**src/rtl/crack_sched_if.sv**
```systemverilog
`default_nettype none
// ============================================================================
// crack_sched_if
// Start/result handshake plus per-core dispatch/completion bus for crack_sched.
// Revision: 1.0
// ============================================================================
interface crack_sched_if #(
    parameter int NCORES = 2
);
    logic                   en;
    logic                   rdy;
    logic                   key_valid;
    logic [23:0]            key;
    logic [NCORES-1:0]      core_en;
    logic [NCORES*24-1:0]   core_key;
    logic [NCORES-1:0]      core_rdy;
    logic [NCORES-1:0]      core_done;
    logic [NCORES-1:0]      core_found;

    // Scheduler side
    modport slave (
        input  en, core_rdy, core_done, core_found,
        output rdy, key_valid, key, core_en, core_key
    );

    // Start/result logic and core array side
    modport master (
        output en, core_rdy, core_done, core_found,
        input  rdy, key_valid, key, core_en, core_key
    );
endinterface
`default_nettype wire

```
**src/rtl/crack_sched.sv**
```systemverilog
`default_nettype none
// ============================================================================
// crack_sched
// Hands ascending 24-bit keys round-robin to idle ARC4 crack cores, stops on
// the first hit or key-space exhaustion, drains in-flight cores, reports result.
// Revision: 1.0
// ============================================================================
module crack_sched #(
    parameter int          NCORES   = 2,
    parameter logic [23:0] KEY_LAST = 24'hFFFFFF
) (
    input  wire logic    clk,
    input  wire logic    rst_n,
    crack_sched_if.slave bus
);
    localparam int         c_RRW     = (NCORES > 1) ? $clog2(NCORES) : 1;
    localparam logic [2:0] c_S_IDLE  = 3'd0;
    localparam logic [2:0] c_S_RUN   = 3'd1;
    localparam logic [2:0] c_S_DRAIN = 3'd2;
    localparam logic [2:0] c_S_FLUSH = 3'd3;
    localparam logic [2:0] c_S_DONE  = 3'd4;

    logic [2:0]        r_state;
    logic [2:0]        w_state_nxt;
    logic [NCORES-1:0] r_busy;
    logic [NCORES-1:0] w_busy_nxt;
    logic [NCORES-1:0] r_core_en;
    logic [23:0]       r_key_arr [NCORES];
    logic [23:0]       r_next_key;
    logic [23:0]       r_found_key;
    logic [23:0]       r_key;
    logic              r_key_valid;
    logic [c_RRW-1:0]  r_rr;

    logic [NCORES-1:0] w_avail;
    logic [NCORES-1:0] w_hit_vec;
    logic [NCORES-1:0] w_disp_vec;
    logic              w_disp;
    logic [c_RRW-1:0]  w_disp_idx;
    logic [c_RRW-1:0]  v_idx;
    logic              w_hit_any;
    logic              w_hit;
    logic [c_RRW-1:0]  w_hit_idx;
    logic [23:0]       w_hit_key;
    logic              w_rdy;
    logic              w_start;
    logic              w_finish;
    logic              w_res_valid;
    logic [23:0]       w_res_key;
    logic [NCORES*24-1:0] w_core_key_flat;

    assign w_avail    = ~r_busy & bus.core_rdy;
    assign w_hit_vec  = bus.core_done & r_busy & bus.core_found;
    assign w_busy_nxt = (r_busy & ~bus.core_done) | w_disp_vec;

    // Search starts just after the last core served, so the first free core wins
    always_comb begin : p_dispatch
        w_disp     = 1'b0;
        w_disp_idx = '0;
        v_idx      = '0;
        w_disp_vec = '0;
        if (r_state == c_S_RUN) begin
            for (int k = NCORES; k >= 1; k--) begin
                v_idx = c_RRW'((int'(r_rr) + k) % NCORES);
                if (w_avail[v_idx]) begin
                    w_disp     = 1'b1;
                    w_disp_idx = v_idx;
                end
            end
        end
        for (int i = 0; i < NCORES; i++) begin
            w_disp_vec[i] = w_disp && (w_disp_idx == c_RRW'(i));
        end
    end

    always_comb begin : p_hit
        w_hit_any = 1'b0;
        w_hit_idx = '0;
        for (int i = NCORES - 1; i >= 0; i--) begin
            if (w_hit_vec[i]) begin
                w_hit_any = 1'b1;
                w_hit_idx = c_RRW'(i);
            end
        end
    end

    assign w_hit       = w_hit_any && ((r_state == c_S_RUN) || (r_state == c_S_DRAIN));
    assign w_hit_key   = r_key_arr[w_hit_idx];
    assign w_start     = w_rdy && bus.en;
    assign w_finish    = (r_state != c_S_DONE) && (w_state_nxt == c_S_DONE);
    // A hit may finish the run in the same cycle it is seen, bypassing FLUSH
    assign w_res_valid = (r_state == c_S_FLUSH) || w_hit;
    assign w_res_key   = (r_state == c_S_FLUSH) ? r_found_key : w_hit_key;

    always_ff @(posedge clk or negedge rst_n) begin : p_state_reg
        if (!rst_n) begin
            r_state <= c_S_IDLE;
        end else begin
            r_state <= w_state_nxt;
        end
    end

    always_comb begin : p_next
        w_state_nxt = r_state;
        case (r_state)
            c_S_IDLE, c_S_DONE: begin
                if (bus.en) w_state_nxt = c_S_RUN;
            end
            c_S_RUN: begin
                if (w_hit)
                    w_state_nxt = (w_busy_nxt == '0) ? c_S_DONE : c_S_FLUSH;
                else if (w_disp && (r_next_key == KEY_LAST))
                    w_state_nxt = c_S_DRAIN;
            end
            c_S_DRAIN: begin
                if (w_hit)
                    w_state_nxt = (w_busy_nxt == '0) ? c_S_DONE : c_S_FLUSH;
                else if (w_busy_nxt == '0)
                    w_state_nxt = c_S_DONE;
            end
            c_S_FLUSH: begin
                if (w_busy_nxt == '0) w_state_nxt = c_S_DONE;
            end
            default: w_state_nxt = c_S_IDLE;
        endcase
    end

    always_comb begin : p_out
        w_rdy = (r_state == c_S_IDLE) || (r_state == c_S_DONE);
        for (int i = 0; i < NCORES; i++) begin
            w_core_key_flat[24*i +: 24] = r_key_arr[i];
        end
    end

    assign bus.rdy       = w_rdy;
    assign bus.key_valid = r_key_valid;
    assign bus.key       = r_key;
    assign bus.core_en   = r_core_en;
    assign bus.core_key  = w_core_key_flat;

    always_ff @(posedge clk or negedge rst_n) begin : p_data
        if (!rst_n) begin
            r_busy      <= '0;
            r_core_en   <= '0;
            r_next_key  <= '0;
            r_rr        <= c_RRW'(NCORES - 1);
            r_found_key <= '0;
            r_key       <= '0;
            r_key_valid <= 1'b0;
        end else begin
            r_core_en <= w_disp_vec;
            if (w_start) begin
                r_busy      <= '0;
                r_next_key  <= '0;
                r_rr        <= c_RRW'(NCORES - 1);
                r_key       <= '0;
                r_key_valid <= 1'b0;
            end else begin
                r_busy <= w_busy_nxt;
                if (w_disp) begin
                    r_rr <= w_disp_idx;
                    if (r_next_key != KEY_LAST) r_next_key <= r_next_key + 24'd1;
                end
                if (w_hit) r_found_key <= w_hit_key;
                if (w_finish) begin
                    r_key_valid <= w_res_valid;
                    r_key       <= w_res_valid ? w_res_key : 24'd0;
                end
            end
        end
    end

    always_ff @(posedge clk or negedge rst_n) begin : p_keys
        if (!rst_n) begin
            for (int i = 0; i < NCORES; i++) r_key_arr[i] <= '0;
        end else begin
            for (int i = 0; i < NCORES; i++) begin
                if (w_disp_vec[i]) r_key_arr[i] <= r_next_key;
            end
        end
    end
endmodule
`default_nettype wire

```
**src/flat_wrapper.sv**
```systemverilog
// flat-port wrapper written by rule: the top's interface ports become plain ports
module crack_sched_flat 
#(
    parameter int          NCORES   = 2,
    parameter logic [23:0] KEY_LAST = 24'hFFFFFF
)
  (clk, rst_n, bus_en, bus_core_rdy, bus_core_done, bus_core_found, bus_rdy, bus_key_valid, bus_key, bus_core_en, bus_core_key);
  crack_sched_if #(.NCORES(NCORES)) bus_i ();
  input  wire logic clk;
  input  wire logic rst_n;
  input wire logic [$bits(bus_i.en)-1:0] bus_en;
  input wire logic [$bits(bus_i.core_rdy)-1:0] bus_core_rdy;
  input wire logic [$bits(bus_i.core_done)-1:0] bus_core_done;
  input wire logic [$bits(bus_i.core_found)-1:0] bus_core_found;
  output wire logic [$bits(bus_i.rdy)-1:0] bus_rdy;
  output wire logic [$bits(bus_i.key_valid)-1:0] bus_key_valid;
  output wire logic [$bits(bus_i.key)-1:0] bus_key;
  output wire logic [$bits(bus_i.core_en)-1:0] bus_core_en;
  output wire logic [$bits(bus_i.core_key)-1:0] bus_core_key;
  assign bus_i.en = bus_en;
  assign bus_i.core_rdy = bus_core_rdy;
  assign bus_i.core_done = bus_core_done;
  assign bus_i.core_found = bus_core_found;
  assign bus_rdy = bus_i.rdy;
  assign bus_key_valid = bus_i.key_valid;
  assign bus_key = bus_i.key;
  assign bus_core_en = bus_i.core_en;
  assign bus_core_key = bus_i.core_key;
  crack_sched #(.NCORES(NCORES), .KEY_LAST(KEY_LAST)) u_core (.clk(clk), .rst_n(rst_n), .bus(bus_i));
endmodule
```
**config.mk**
```make
export PLATFORM = sky130hd
export DESIGN_NAME = crack_sched_flat
export DESIGN_NICKNAME = d
export VERILOG_FILES = /design/src/rtl/crack_sched_if.sv /design/src/rtl/crack_sched.sv /design/src/flat_wrapper.sv
export SDC_FILE = /design/constraint.sdc
export NUM_CORES = 1
export LEC_CHECK = 0
export CAP_MARGIN = 40
export CORE_ASPECT_RATIO = 1.5
export CORE_MARGIN = 2
export CORE_UTILIZATION = 58
export DETAILED_ROUTE_END_ITERATION = 6
export HOLD_SLACK_MARGIN = 0.15
export PLACE_DENSITY = 0.85
export SYNTH_ARGS = -nofsm -noshare
export SYNTH_HDL_FRONTEND = slang
export SYNTH_SLANG_ARGS = --single-unit
```
**constraint.sdc**
```tcl
create_clock -name clk -period 3.6 [get_ports clk]
set_clock_uncertainty 0.2 [all_clocks]
set_input_delay 0.72 -clock clk [delete_from_list [all_inputs] [get_ports clk]]
set_output_delay 0.72 -clock clk [all_outputs]
set_load 0.05 [all_outputs]
```
==> results of run 1 <==
==> state kept, by name, summed over array words and instances (netlist names) <==
register	count
u_core.bus.core_en	2
u_core.r_state	3
u_core.r_found_key	24
u_core.bus.core_key	48
u_core.r_next_key	24
u_core.bus.key	24
u_core.r_busy	2
u_core.r_rr	1
u_core.bus.key_valid	1
==> worst paths after layout <==
path	depth (start not counted)	slack, ns	to	from
setup / recovery	2	0.63	bus_rdy	u_core.r_state[1]
hold / removal	1	0.28	u_core.bus.key_valid	u_core.bus.key_valid
setup reg to reg	5	0.91	u_core.r_next_key[17]	u_core.r_next_key[12]
hold reg to reg	1	0.28	u_core.bus.key_valid	u_core.bus.key_valid
max in group asynchronous	3	1.69	u_core.bus.core_key[6]	rst_n
min in group asynchronous	2	0.67	u_core.bus.key[22]	rst_n
==> synth_stat cells, drive strengths merged <==
| library cell | count |
|---|---|
| clkbuf | 18 |
| and2 | 2 |
| and3 | 4 |
| nand4 | 10 |
| a22o | 24 |
| nand3b | 1 |
| o21a | 1 |
| o31a | 1 |
| o31ai | 5 |
| or3b | 1 |
| nor2b | 1 |
| dfstp | 1 |
| and4 | 1 |
| mux2 | 24 |
| inv | 10 |
| nand2b | 4 |
| a32o | 1 |
| nand3 | 11 |
| xor2 | 6 |
| a41oi | 1 |
| a21oi | 60 |
| xnor2 | 2 |
| or4 | 5 |
| a2111oi | 1 |
| nor3 | 9 |
| mux2i | 25 |
| o41ai | 1 |
| or2 | 2 |
| nand4b | 1 |
| or3 | 7 |
| a21o | 1 |
| buf | 13 |
| nor2 | 64 |
| o211a | 1 |
| ha | 1 |
| dfrtp | 128 |
| o21ai | 15 |
| o211ai | 8 |
| nand2 | 79 |
| a311o | 1 |
==> worst reg2reg max path, delay by kind of cell (launching register included) <==
kind / cells / cell delay (ns)
compound gates: 3 / 0.96
flops: 1 / 0.48
simple gates: 2 / 0.97
==> power groups by stage <==
stage | registers [mW] | logic [mW] | clock network, mW
CTS | 1.91 | 1.54 | 1.74
global placement | 1.91 | 1.47 | 0
finish | 1.91 | 1.54 | 1.72
global route | 1.94 | 1.65 | 1.79
detailed placement | 1.93 | 1.52 | 0
floorplan | 2.15 | 0.862 | 0
==> cells by family (layout without fill, tap and decap cells) <==
| kind of cell | count (synthesis) | after routing | synth area share (%) |
|---|---|---|---|
| AOI/OAI and AO/OA | 121 | 121 | 14.09 |
| xor gates and xnor gates | 8 | 8 | 1.225 |
| adders and majority gates | 1 | 1 | 0.2187 |
| buffers and inverters | 41 | 137 | 3.107 |
| DFF | 129 | 129 | 56.46 |
| muxes | 49 | 49 | 9.101 |
| and+or+nand+nor | 202 | 202 | 15.80 |
==> layout make-up <==
class | instances | share of cell area [%]
Clock buffer | 24 | 6.889
Clock inverter | 8 | 1.392
Inverter | 10 | 0.5154
Multi-Input combinational cell | 381 | 32.04
Sequential cell | 129 | 44.34
Tap cell | 115 | 1.976
Timing Repair Buffer | 95 | 12.85
==> timing repair <==
action	4_1_cts	5_1_grt
hold buffers	1	0
setup buffers	0	0
endpoints found under the hold margin	44	0
==> per-stage QoR <==
| step | cells | hold WS (ns) | utilization (%) | setup slack, ns |
|---|---|---|---|---|
| floorplan | 551 | 0.2244 | - | 1.238 |
| global placement | 729 | 0.2593 | 69.23 | 0.7434 |
| detailed placement | 729 | 0.2785 | 69.23 | 0.6477 |
| CTS | 762 | 0.2912 | 75.60 | 0.6312 |
| global route | 762 | 0.3141 | 75.60 | 0.5795 |
| finish | 762 | 0.2835 | 75.60 | 0.6253 |
==> layer usage <==
metal	track usage, %	share of wire, %	vias to the layer above
met5	0	0	-
met3	5.308	5.3	44
met2	45.59	53	171
met1	35.14	39	2350
li1	-	-	2101
met4	12.98	2.8	0
==> reports/metrics.csv, run 1 <==
stage,metric,value,unit
critical_path,critPathTopFamily,buffers and inverters,
critical_path,crit_buf_inv,1,
pwr,power_density,710.4,nW/um2
yosys,synthCells,551,
yosys,syn-cell-area,5719,um2
sta,worst_slew_pin_slew,0.8734,ns
drt,via_count,4666,
pwr,totalPowerFinal,5.174,mW
final_layout,layout.nets,644,
global_route,grt_pass1_vias,4507,
yosys,ys_seq_elements,129,
pwr,pwr-share-seq,36.9,%
pwr,clkPwrFrac,33.3,%
hold_path,min_path_type,flop to flop,
drt,ant_nets,0,
final_layout,final-seq-area,3229,um2
final_layout,fin_area,7283,um2
clocking,numCtsBuffers,17,
global_route,grtUsageTotal,27.65,%
global_route,grt_pass1_wl,22880,um
sta,rsz0062_at_grt,no,
sta,finalSetupTns,0,ns
yosys,synth_area_leaders,"dfrtp_1 56%, nand2_1 5.1%, a21oi_1 5.1%",
clocking,h-tree-depth,4,
sta,slew_headroom,41.71,%
clocking,worstSkewPairLatency,0.41,ns
die,initial_core_util,59.36,%
job,drv_cap,0,
drt,wirelength,14300,um
clocking,cts_resized,0,
yosys,yosysTopAreaCell,dfrtp_1,
drt,first_pass_iters,6,
global_route,overflow,0,
yosys,yosysSeqAreaShare,56.46,%
drt,drc_errors,0,
pwr,p_int,3.326,mW
sta,layout_min_cycle_time,2.975,ns
yosys,synth_top_cell_area_share,56.01,%
place,placed_area,6670,um2
place,place.gp.congestion,0.8392,
final_layout,multiInputGateArea,2333,um2
die,die_w,85.08,um
critical_path,critPathKind,flop to output port,
status,status,"finished, final reports clean",
drt,drtIter0Drc,385,
clocking,clock-sinks,129,
clocking,root_buffer,clkbuf_16,
die,io_pins,85,
final_layout,area_growth,27.35,%
sta,final_hold_viol_count,0,
critical_path,crit_path_cell_trace,nor2_1 > clkdlybuf4s50_1,
pwr,peakVddDrop,649.9,uV
yosys,yosys_warnings,0,
final_layout,final_cell_mix,"128 x dfrtp_1, 83 x clkdlybuf4s50_1, 78 x nand2_1, 64 x nor2_1, 58 x a21oi_1",
final_layout,n_fill_cell,589,
pwr,p_sw,1.848,mW
clocking,path_clk_slew,0.05,ns
die,chipHeight,125.6,um
sta,setup_viol,0,
global_route,antenna_found_initial,0,
pwr,leakagePower,3.490,nW
critical_path,end_kind,output port,
global_route,grt_max_degree,85,
place,portBuffers,84,
final_layout,drive_above_1_share,12.06,%
yosys,syn_nets,561,
drt,vias_per_cell,6.123,
drt,wire_per_inst,18.76,um
critical_path,critPathArrivalTime,2.05,ns
final_layout,diodes,0,
critical_path,path_max_fanout,6,
sta,slew_viol_final,0,
die,dieArea,10690,um2
critical_path,cp.required,2.68,ns
die,rows,44,
clocking,max-clock-path-buffers,2,
critical_path,start_kind,flop,
critical_path,slowest_stage,clkdlybuf4s50_1,
pwr,switching_share,35.73,%
final_layout,final_common_cell,dfrtp_1,
clocking,cts_tree,yes,
sta,period_share,82.63,%
place,dp_hpwl,9317,um
pwr,p_comb_share,29.8,%
sta,clock.fmax,336.2,MHz
yosys,yosysUniqueCellTypes,48,
yosys,avgSynthCellArea,10.38,um2
die,core-area,9634,um2
critical_path,critPathMaxStageDelay,0.90,ns
Note: power is estimated with default switching activity, not from simulation.
==> inputs of run 2 (changes only) <==
- CORE_UTILIZATION: 58 -> 49
- PLACE_DENSITY: 0.85 -> 0.76
- clock period: 3.6 -> 2.7 ns (I/O delays scaled with it)
==> run 2 against run 1 <==
- sequential share of layout area fell by 1.1 points
- non-clock buffer count rose by 18
- design area rose by 2.5%
- clock power rose by 22%
- routed wire length rose by 0.60%
- die area rose by 18%
- flip-flop and latch count did not move
- highest routed layer unchanged
- setup slack got worse by 0.47 ns
- critical path type unchanged
==> reports/metrics.csv, run 2 (synthesized netlist as in run 1, its figures left out) <==
stage,metric,value,unit
critical_path,cp.required,1.96,ns
pwr,leakagePower,3.578,nW
sta,rsz0062_at_grt,no,
critical_path,critPathArrivalTime,1.81,ns
pwr,peakVddDrop,544.0,uV
global_route,grt_max_degree,52,
drt,wire_per_inst,17.71,um
critical_path,start_kind,flop,
clocking,path_clk_slew,0.05,ns
critical_path,r2r_slack,0.21,ns
pwr,pwr-share-seq,37.7,%
clocking,worstSkewPairLatency,0.40,ns
pwr,p_sw,2.438,mW
sta,finalSetupTns,0,ns
critical_path,crit_path_start,u_core.r_state[0],
drt,wirelength,14380,um
final_layout,final_common_cell,dfrtp_1,
die,die_w,92.21,um
global_route,grt_pass1_wl,23360,um
place,place.gp.congestion,0.8858,
critical_path,critPathKind,flop to output port,
drt,ant_nets,0,
final_layout,layout.nets,662,
pwr,clkPwrFrac,30.7,%
sta,layout_min_cycle_time,2.546,ns
final_layout,final_cell_mix,"128 x dfrtp_1, 82 x clkdlybuf4s50_1, 78 x nand2_1, 63 x nor2_1, 58 x a21oi_1",
global_route,grt_pass1_vias,4548,
global_route,globalRouteMet3Util,4.268,%
hold_path,hold_start,u_core.bus.key_valid,
pwr,p_comb_share,31.6,%
clocking,h-tree-depth,4,
clocking,numCtsBuffers,17,
sta,setup_viol,0,
final_layout,drive_above_1_share,14.35,%
die,core-area,11470,um2
sta,clock.fmax,392.8,MHz
drt,drc_errors,0,
critical_path,r2r_cells,5,
pwr,p_int,4.390,mW
clocking,max-clock-path-buffers,2,
global_route,grt.busiest_layer,met2,
place,dp_hpwl,10210,um
sta,final_hold_viol_count,0,
sta,period_share,94.29,%
clocking,clock-sinks,129,
drt,vias_per_cell,5.670,
global_route,grtUsageMet2,40.60,%
critical_path,r2r-start,u_core.r_state[0],
job,drv_cap,0,
sta,slew_headroom,54.22,%
sta,slew_viol_final,0,
global_route,overflow,0,
die,chipHeight,136.3,um
global_route,antenna_found_initial,0,
critical_path,end_kind,output port,
pwr,power_density,914.5,nW/um2
final_layout,area_growth,30.56,%
die,io_pins,85,
place,portBuffers,84,
drt,first_pass_iters,7,
hold_path,min_path_cells,1,
clocking,root_buffer,clkbuf_16,
final_layout,final_core_util,65.10,%
final_layout,largest_reg_flops,48,
hold_path,min_to,u_core.bus.key_valid,
global_route,use_met1,30.73,%
drt,drtIter0Drc,326,
critical_path,path_max_fanout,7,
clocking,cts_tree,yes,
drt,via_count,4604,
clocking,post_cts_buffers,0,
hold_path,min_path_type,flop to flop,
sta,worst_slew_pin_slew,0.6866,ns
final_layout,diodes,0,
die,rows,48,
critical_path,r2r_end,u_core.r_next_key[6],
status,status,"finished, final reports clean",
die,initial_core_util,49.86,%
die,dieArea,12570,um2
global_route,grtUsageTotal,24.05,%
pwr,switching_share,35.71,%
-- run 2: worst max-delay path: stages (launching register included) --
cell and delay, ns:
dfrtp_1 0.47, nor2_1 0.35, dlygate4sd2_1 0.58
-- run 2: layer usage --
metal / share of wire (%) / vias to the layer above
met5: 0 / -
met4: 2.2 / 0
met3: 4.0 / 26
met2: 53 / 133
met1: 41 / 2296
li1: - / 2149
-- run 2: repair_timing --
action / 4_1_cts / 5_1_grt
setup endpoints to repair: 1 / 1
resized for setup: 1 / 1
hold endpoints to repair: 47 / 0
hold buffers: 1 / 0
-- run 2: metrics by stage --
step,setup WS (ns),cells,total power [mW],instance area [um2],hold WS (ns)
after floorplan,0.4214,551,4.009,5719,0.04441
final,0.1542,812,6.829,7467,0.2767
after detailed placement,-0.007290,782,4.748,6912,0.2702
after global routing,0.07303,812,7.160,7467,0.3075
after global placement,0.04656,782,4.677,6912,0.2604
after CTS,0.1504,812,6.854,7465,0.2815
-- run 2: worst max path at each step --
stage / end / slack (ns) / cells after the start
final: bus_rdy / 0.15 / 2
after global routing: bus_rdy / 0.07 / 2
after CTS: bus_rdy / 0.15 / 2
after detailed placement: u_core.bus.key[23] / -0.007 / 8
after global placement: u_core.bus.key[23] / 0.05 / 8
after floorplan: u_core.bus.core_key[10] / 0.42 / 5
-- run 2: area by class of cell --
class / instances / area [um2]
timing repair buffer: 113 / 1132
sequential: 129 / 3229
multi-input combinational: 381 / 2336
inverter: 10 / 37.54
tap: 150 / 187.7
clock inverter: 7 / 60.06
fill: 860 / 4004
clock buffer: 22 / 484.2
-- run 2: power by group through the flow --
stage	clock network, mW	registers (mW)	logic [mW]
5_1_grt	2.21	2.61	2.34
4_1_cts	2.12	2.57	2.17
3_3_place_gp	0	2.57	2.11
3_5_place_dp	0	2.59	2.16
2_1_floorplan	0	2.86	1.15
6_report	2.10	2.58	2.15
==> inputs of run 3 (changes only) <==
- SETUP_SLACK_MARGIN: default -> 0.05
==> results of run 3 <==
Same layout as run 2: the final DEF is identical, and so are final timing and power.
